`config.mk`:
```
export PLATFORM = sky130hd
export DESIGN_NAME = reg32_byte_store
export DESIGN_NICKNAME = d
export VERILOG_FILES = /design/src/rtl/reg32_byte_store.sv
export SDC_FILE = /design/constraint.sdc
export NUM_CORES = 1
export LEC_CHECK = 0
export CORE_MARGIN = 2
export CORE_UTILIZATION = 40
export DETAILED_ROUTE_END_ITERATION = 7
export GPL_ROUTABILITY_DRIVEN = 0
export PLACE_DENSITY = 0.68
export RECOVER_POWER = 50
export SLEW_MARGIN = 20
export SYNTH_ARGS = -nofsm -noshare
export SYNTH_HDL_FRONTEND = slang
export SYNTH_SLANG_ARGS = --single-unit
```
`constraint.sdc`:
```
create_clock -name clock_i -period 1.68 [get_ports clock_i]
set_input_delay 0.336 -clock clock_i [delete_from_list [all_inputs] [get_ports clock_i]]
set_output_delay 0.336 -clock clock_i [all_outputs]
set_load 0.02 [all_outputs]
```
`src/rtl/reg32_byte_store.sv`:
```
// Writes a 1/2/4-byte register value to a byte-wide memory port, one beat per
// accepted handshake, most significant byte of the selected width first.
module reg32_byte_store #(
   parameter int ADDR_WIDTH = 16
) (
   input  logic                  clock_i,
   input  logic                  reset_i,
   input  logic                  start_i,
   input  logic [1:0]            size_i,
   input  logic [31:0]           data_i,
   input  logic [ADDR_WIDTH-1:0] addr_i,
   input  logic                  mem_ack_i,
   output logic                  mem_wr_o,
   output logic [ADDR_WIDTH-1:0] mem_addr_o,
   output logic [7:0]            mem_data_o,
   output logic                  busy_o,
   output logic                  done_o
);

   typedef enum logic [1:0] {
      S_IDLE  = 2'd0,
      S_WRITE = 2'd1,
      S_DONE  = 2'd2
   } state_e;

   state_e                state_q, state_d;
   logic [31:0]           shift_q, shift_d;
   logic [1:0]            left_q, left_d;
   logic                  mem_wr_q, mem_wr_d;
   logic [ADDR_WIDTH-1:0] mem_addr_q, mem_addr_d;
   logic [7:0]            mem_data_q, mem_data_d;
   logic                  busy_q, busy_d;
   logic                  done_q, done_d;

   // The selected bytes are left-aligned so the current beat is always [31:24].
   logic [31:0] aligned;
   logic [1:0]  beats_m1;

   always_comb begin
      case (size_i)
         2'b00:   begin aligned = {data_i[7:0], 24'h0};  beats_m1 = 2'd0; end
         2'b01:   begin aligned = {data_i[15:0], 16'h0}; beats_m1 = 2'd1; end
         default: begin aligned = data_i;                beats_m1 = 2'd3; end
      endcase
   end

   // NOTE: every signal gets its default before the case; a path that skips an
   // assignment in always_comb would otherwise infer a latch.
   always_comb begin
      state_d    = state_q;
      shift_d    = shift_q;
      left_d     = left_q;
      mem_wr_d   = mem_wr_q;
      mem_addr_d = mem_addr_q;
      mem_data_d = mem_data_q;
      busy_d     = busy_q;
      done_d     = 1'b0;

      case (state_q)
         S_WRITE: begin
            if (mem_wr_q && mem_ack_i) begin
               if (left_q == 2'd0) begin
                  state_d  = S_DONE;
                  mem_wr_d = 1'b0;
                  busy_d   = 1'b0;
                  done_d   = 1'b1;
               end else begin
                  shift_d    = shift_q << 8;
                  left_d     = left_q - 2'd1;
                  mem_addr_d = mem_addr_q + 1'b1;
                  mem_data_d = shift_q[23:16];
               end
            end
         end
         default: begin
            // IDLE and DONE accept a new request identically (back-to-back).
            state_d  = S_IDLE;
            mem_wr_d = 1'b0;
            busy_d   = 1'b0;
            if (start_i) begin
               state_d    = S_WRITE;
               shift_d    = aligned;
               left_d     = beats_m1;
               mem_wr_d   = 1'b1;
               busy_d     = 1'b1;
               mem_addr_d = addr_i;
               mem_data_d = aligned[31:24];
            end
         end
      endcase
   end

   // NOTE: sequential state uses non-blocking assignments so every register
   // samples the pre-edge values regardless of statement order.
   always_ff @(posedge clock_i) begin
      if (reset_i) begin
         state_q    <= S_IDLE;
         shift_q    <= '0;
         left_q     <= '0;
         mem_wr_q   <= 1'b0;
         mem_addr_q <= '0;
         mem_data_q <= '0;
         busy_q     <= 1'b0;
         done_q     <= 1'b0;
      end else begin
         state_q    <= state_d;
         shift_q    <= shift_d;
         left_q     <= left_d;
         mem_wr_q   <= mem_wr_d;
         mem_addr_q <= mem_addr_d;
         mem_data_q <= mem_data_d;
         busy_q     <= busy_d;
         done_q     <= done_d;
      end
   end

   assign mem_wr_o   = mem_wr_q;
   assign mem_addr_o = mem_addr_q;
   assign mem_data_o = mem_data_q;
   assign busy_o     = busy_q;
   assign done_o     = done_q;

endmodule

```
==> results.md <==
* Status: completed
* CP cell instances: clkdlybuf4s50_1
* Initial antenna violation count at 0
* Area growth, synth to finish at 40.7%
* NetSw at approximately 1.1 mW
* Hold_buf cts at 0
* Starting Density at between 40% and 50%
* Ys async rst share at 0%
* Clock-pin transition on the worst setup and hold timing paths at about 0.11 ns
* Crit path arrival time at approximately 1.3 ns
* CP Capture Type: primary output
* Slowest CP cell: clkdlybuf4s50_1
* Diode count at 0
* Crit path buffers/inverters at 1
* Core box area at between 7000 and 8000 sq um
* Final setup violation count at 0
* Hold path startpoint: reset_i
* Worst Hold Class: input port to flop
* 1st-iter DRT viols at roughly 180
* Num ports at 81
* Worst hold path depth at 2
* Clock power frac at between 20% and 30%
* Vias in the first global route at ~2700
* Multi-input gate area at 1730 sq um
* Cell area after synthesis at slightly below 3000 sq um
* Nets at ~500
* RSZ-0062 raised after global routing: yes
* # fillers at 690
* Synth Flop Type: dfxtp_1
* Worst skew pair latency at 0.31 ns
* Commonest non-fill, non-tap cell in the layout: clkdlybuf4s50_1
* Largest net degree at the start of global routing at 36
* Via density at about 5.7
* Syn_nets at around 420
* Hold Slack at around 0.36 ns
* WP data required at roughly 1.3 ns
* Crit Path Category: flop to primary output
* CP top delay family: buffers and inverters
* Yosys reg bits at between 50 and 60
* Synth cell types at 46
* HPWL after DPL at roughly 5.9 mm
* Clk_skew at approximately 0.015 ns
* Pre-CTS WS at -0.257 ns
* Input/output buffers at 80
* Placed cells at around 530
* Power density over the cells at between 700 and 800 nW/um^2
* Max-cap violations at 0
* Period utilization at 97.7%
* CTS tree: done
* Share of cells above drive strength 1 at a little under a fifth
* Via count at approximately 3100
* CTS buffer count at 5
* Die Span X at 90.2 um
* Sink Count at 53
* Reg-to-reg setup timing slack at 0.05 ns
* Final worst path period need at around 1.6 ns
* First-pass GRT wire length at 13.5 mm
* Total gr overflow at 0
* Clock Tree Root: clkbuf_8
* Die Y at 90.2 um
* Register Area at about 1100 sq um
* Post-synth EDFFs at 0
* RR Startpoint: left_q[0]
* Antenna-violating nets left at 0
* GRT Total Usage at between 10% and 20%
* Synthesized instance count at roughly 360
* Per-cell routed wire length at between 15 and 20 um
* Startpoint Class: flop
* Sequential Power Share at 44.8%
* Commonest cells after routing, fill and taps aside: 59 x clkdlybuf4s50_1, 50 x dfxtp_1, 49 x nand2_1
* Final setup margin at 0.0394 ns
* Setup TNS at 0 ns
* Slew at the pin with the worst max-slew slack at a little under 0.5 ns
* WHS Endpoint: state_q[0]
* Design Power at approximately 3.3 mW
* Mean Syn Cell Area at 8.27 sq um
* Yosys warns at 0
* Depth of the CTS H-tree at 2
* Maximum vdd drop at approximately 0.3 mV
* Switching Share at 32.5%
* Slew Viols, Final at 0
* DRC violations left at 0
* Detailed-route wire length at 8.65 mm
* Die area at roughly 8000 sq um
* R2R Path End: shift_q[18]
* Max frequency at 610 MHz
* FP Rows at 31
* Slew headroom at 67.9%
* Final hold vios at 0
* Internal Pwr Total at 2.20 mW
* Clock Tree Buf Depth at 2
* Register area share after synthesis at between 30% and 40%
* Detailed Routing Iterations Pass 1 at 5
* R2R depth at 7
* Crit Path Max Fanout at 2
* Logic pwr share at between 30% and 40%
* Leakage power at approximately 1.6 nW
* Max incr delay on CP at around 0.61 ns
* Layout Cells excl Fill at 545
cells in the mapped netlist, types with 2 or more instances:
cell	instances	share of area, %
dfxtp_1	53	36
nand2_1	49	6.2
a21oi_1	35	5.9
nor2_1	24	3.0
nand3_1	22	3.7
o211ai_1	17	4.3
buf_2	15	2.5
o21ai_0	14	2.4
clkbuf_1	13	1.6
mux2i_1	12	4.0
nor3_1	11	1.9
a311oi_2	9	4.5
a211oi_2	8	3.4
a221o_1	8	2.7
and3_1	7	1.5
nand4_1	6	1.3
and2_1	5	1.1
buf_6	5	1.9
a31oi_1	4	0.84
inv_1	4	0.51
nand3b_1	3	0.76
nor4_1	3	0.63
o21ai_1	3	0.51
o221ai_1	3	0.88
a31o_2	2	0.59
buf_4	2	0.51
ha_1	2	0.84
nor2b_1	2	0.42
through the flow:
step	utilization [%]	instance area, sq um
2_1_floorplan	-	2970
3_3_place_gp	54.5	3930
3_5_place_dp	54.5	3930
4_1_cts	55.7	4020
5_1_grt	57.9	4180
6_report	57.9	4180
repair_timing:
| item | 4_1_cts | 5_1_grt |
|---|---|---|
| cloned | 0 | 4 |
| setup buffers | 0 | 2 |
| endpoints found under the setup margin | 29 | 36 |
| pin swaps | 1 | 14 |
| resized for setup | 19 | 16 |
cell families after synthesis:
group | count (synthesis) | synth area share [%]
AND/OR/NAND/NOR | 142 | 23.8
AO/OA/AOI/OAI | 110 | 28.4
flip-flops | 53 | 35.7
buffers and inverters | 40 | 7.20
multiplexers | 12 | 4.04
adder cells (fa/ha/maj) | 2 | 0.842
area by class of cell:
type | count | share of cell area [%]
Timing Repair Buffer | 115 | 27.5
Tap cell | 99 | 2.96
Clock inverter | 2 | 0.389
Clock buffer | 6 | 1.98
Multi-Input combinational cell | 266 | 41.3
Inverter | 4 | 0.359
Sequential cell | 53 | 25.5
sequential cells by signal, summed over array words and instances, names as in the netlist:
name,cells
shift_q,24
mem_data_o,8
state_q,2
done_o,1
mem_addr_o,16
left_q,2
routing by layer:
metal  vias to the layer above  global-route usage, %  routed length [um]
li1                       1500                      -                   -
met4                         0                   5.13                  56
met3                         4                   2.93                 466
met1                      1484                   27.9                4010
met2                       115                   31.9                4120
met5                         -                      0                   0
power groups by stage:
stage	clock network, mW	registers [mW]	logic (mW)
2_1_floorplan	0	1.53	0.494
3_3_place_gp	0	1.48	0.933
3_5_place_dp	0	1.48	0.941
4_1_cts	0.815	1.45	0.924
5_1_grt	0.861	1.47	1.08
6_report	0.797	1.46	1.00
worst max-delay path by stage:
stage | endpoint | startpoint | cells after the start | slack [ns]
after floorplan | mem_addr_o[14] | mem_addr_o[0] | 5 | 0.03
after global placement | shift_q[23] | size_i[0] | 5 | -0.20
after detailed placement | shift_q[20] | size_i[0] | 5 | -0.26
after CTS | shift_q[10] | left_q[0] | 7 | 0.006
after global routing | shift_q[7] | left_q[0] | 7 | -0.008
final | mem_data_o[3] | mem_data_o[3] | 1 | 0.04
(Power assumes the default switching activity.)
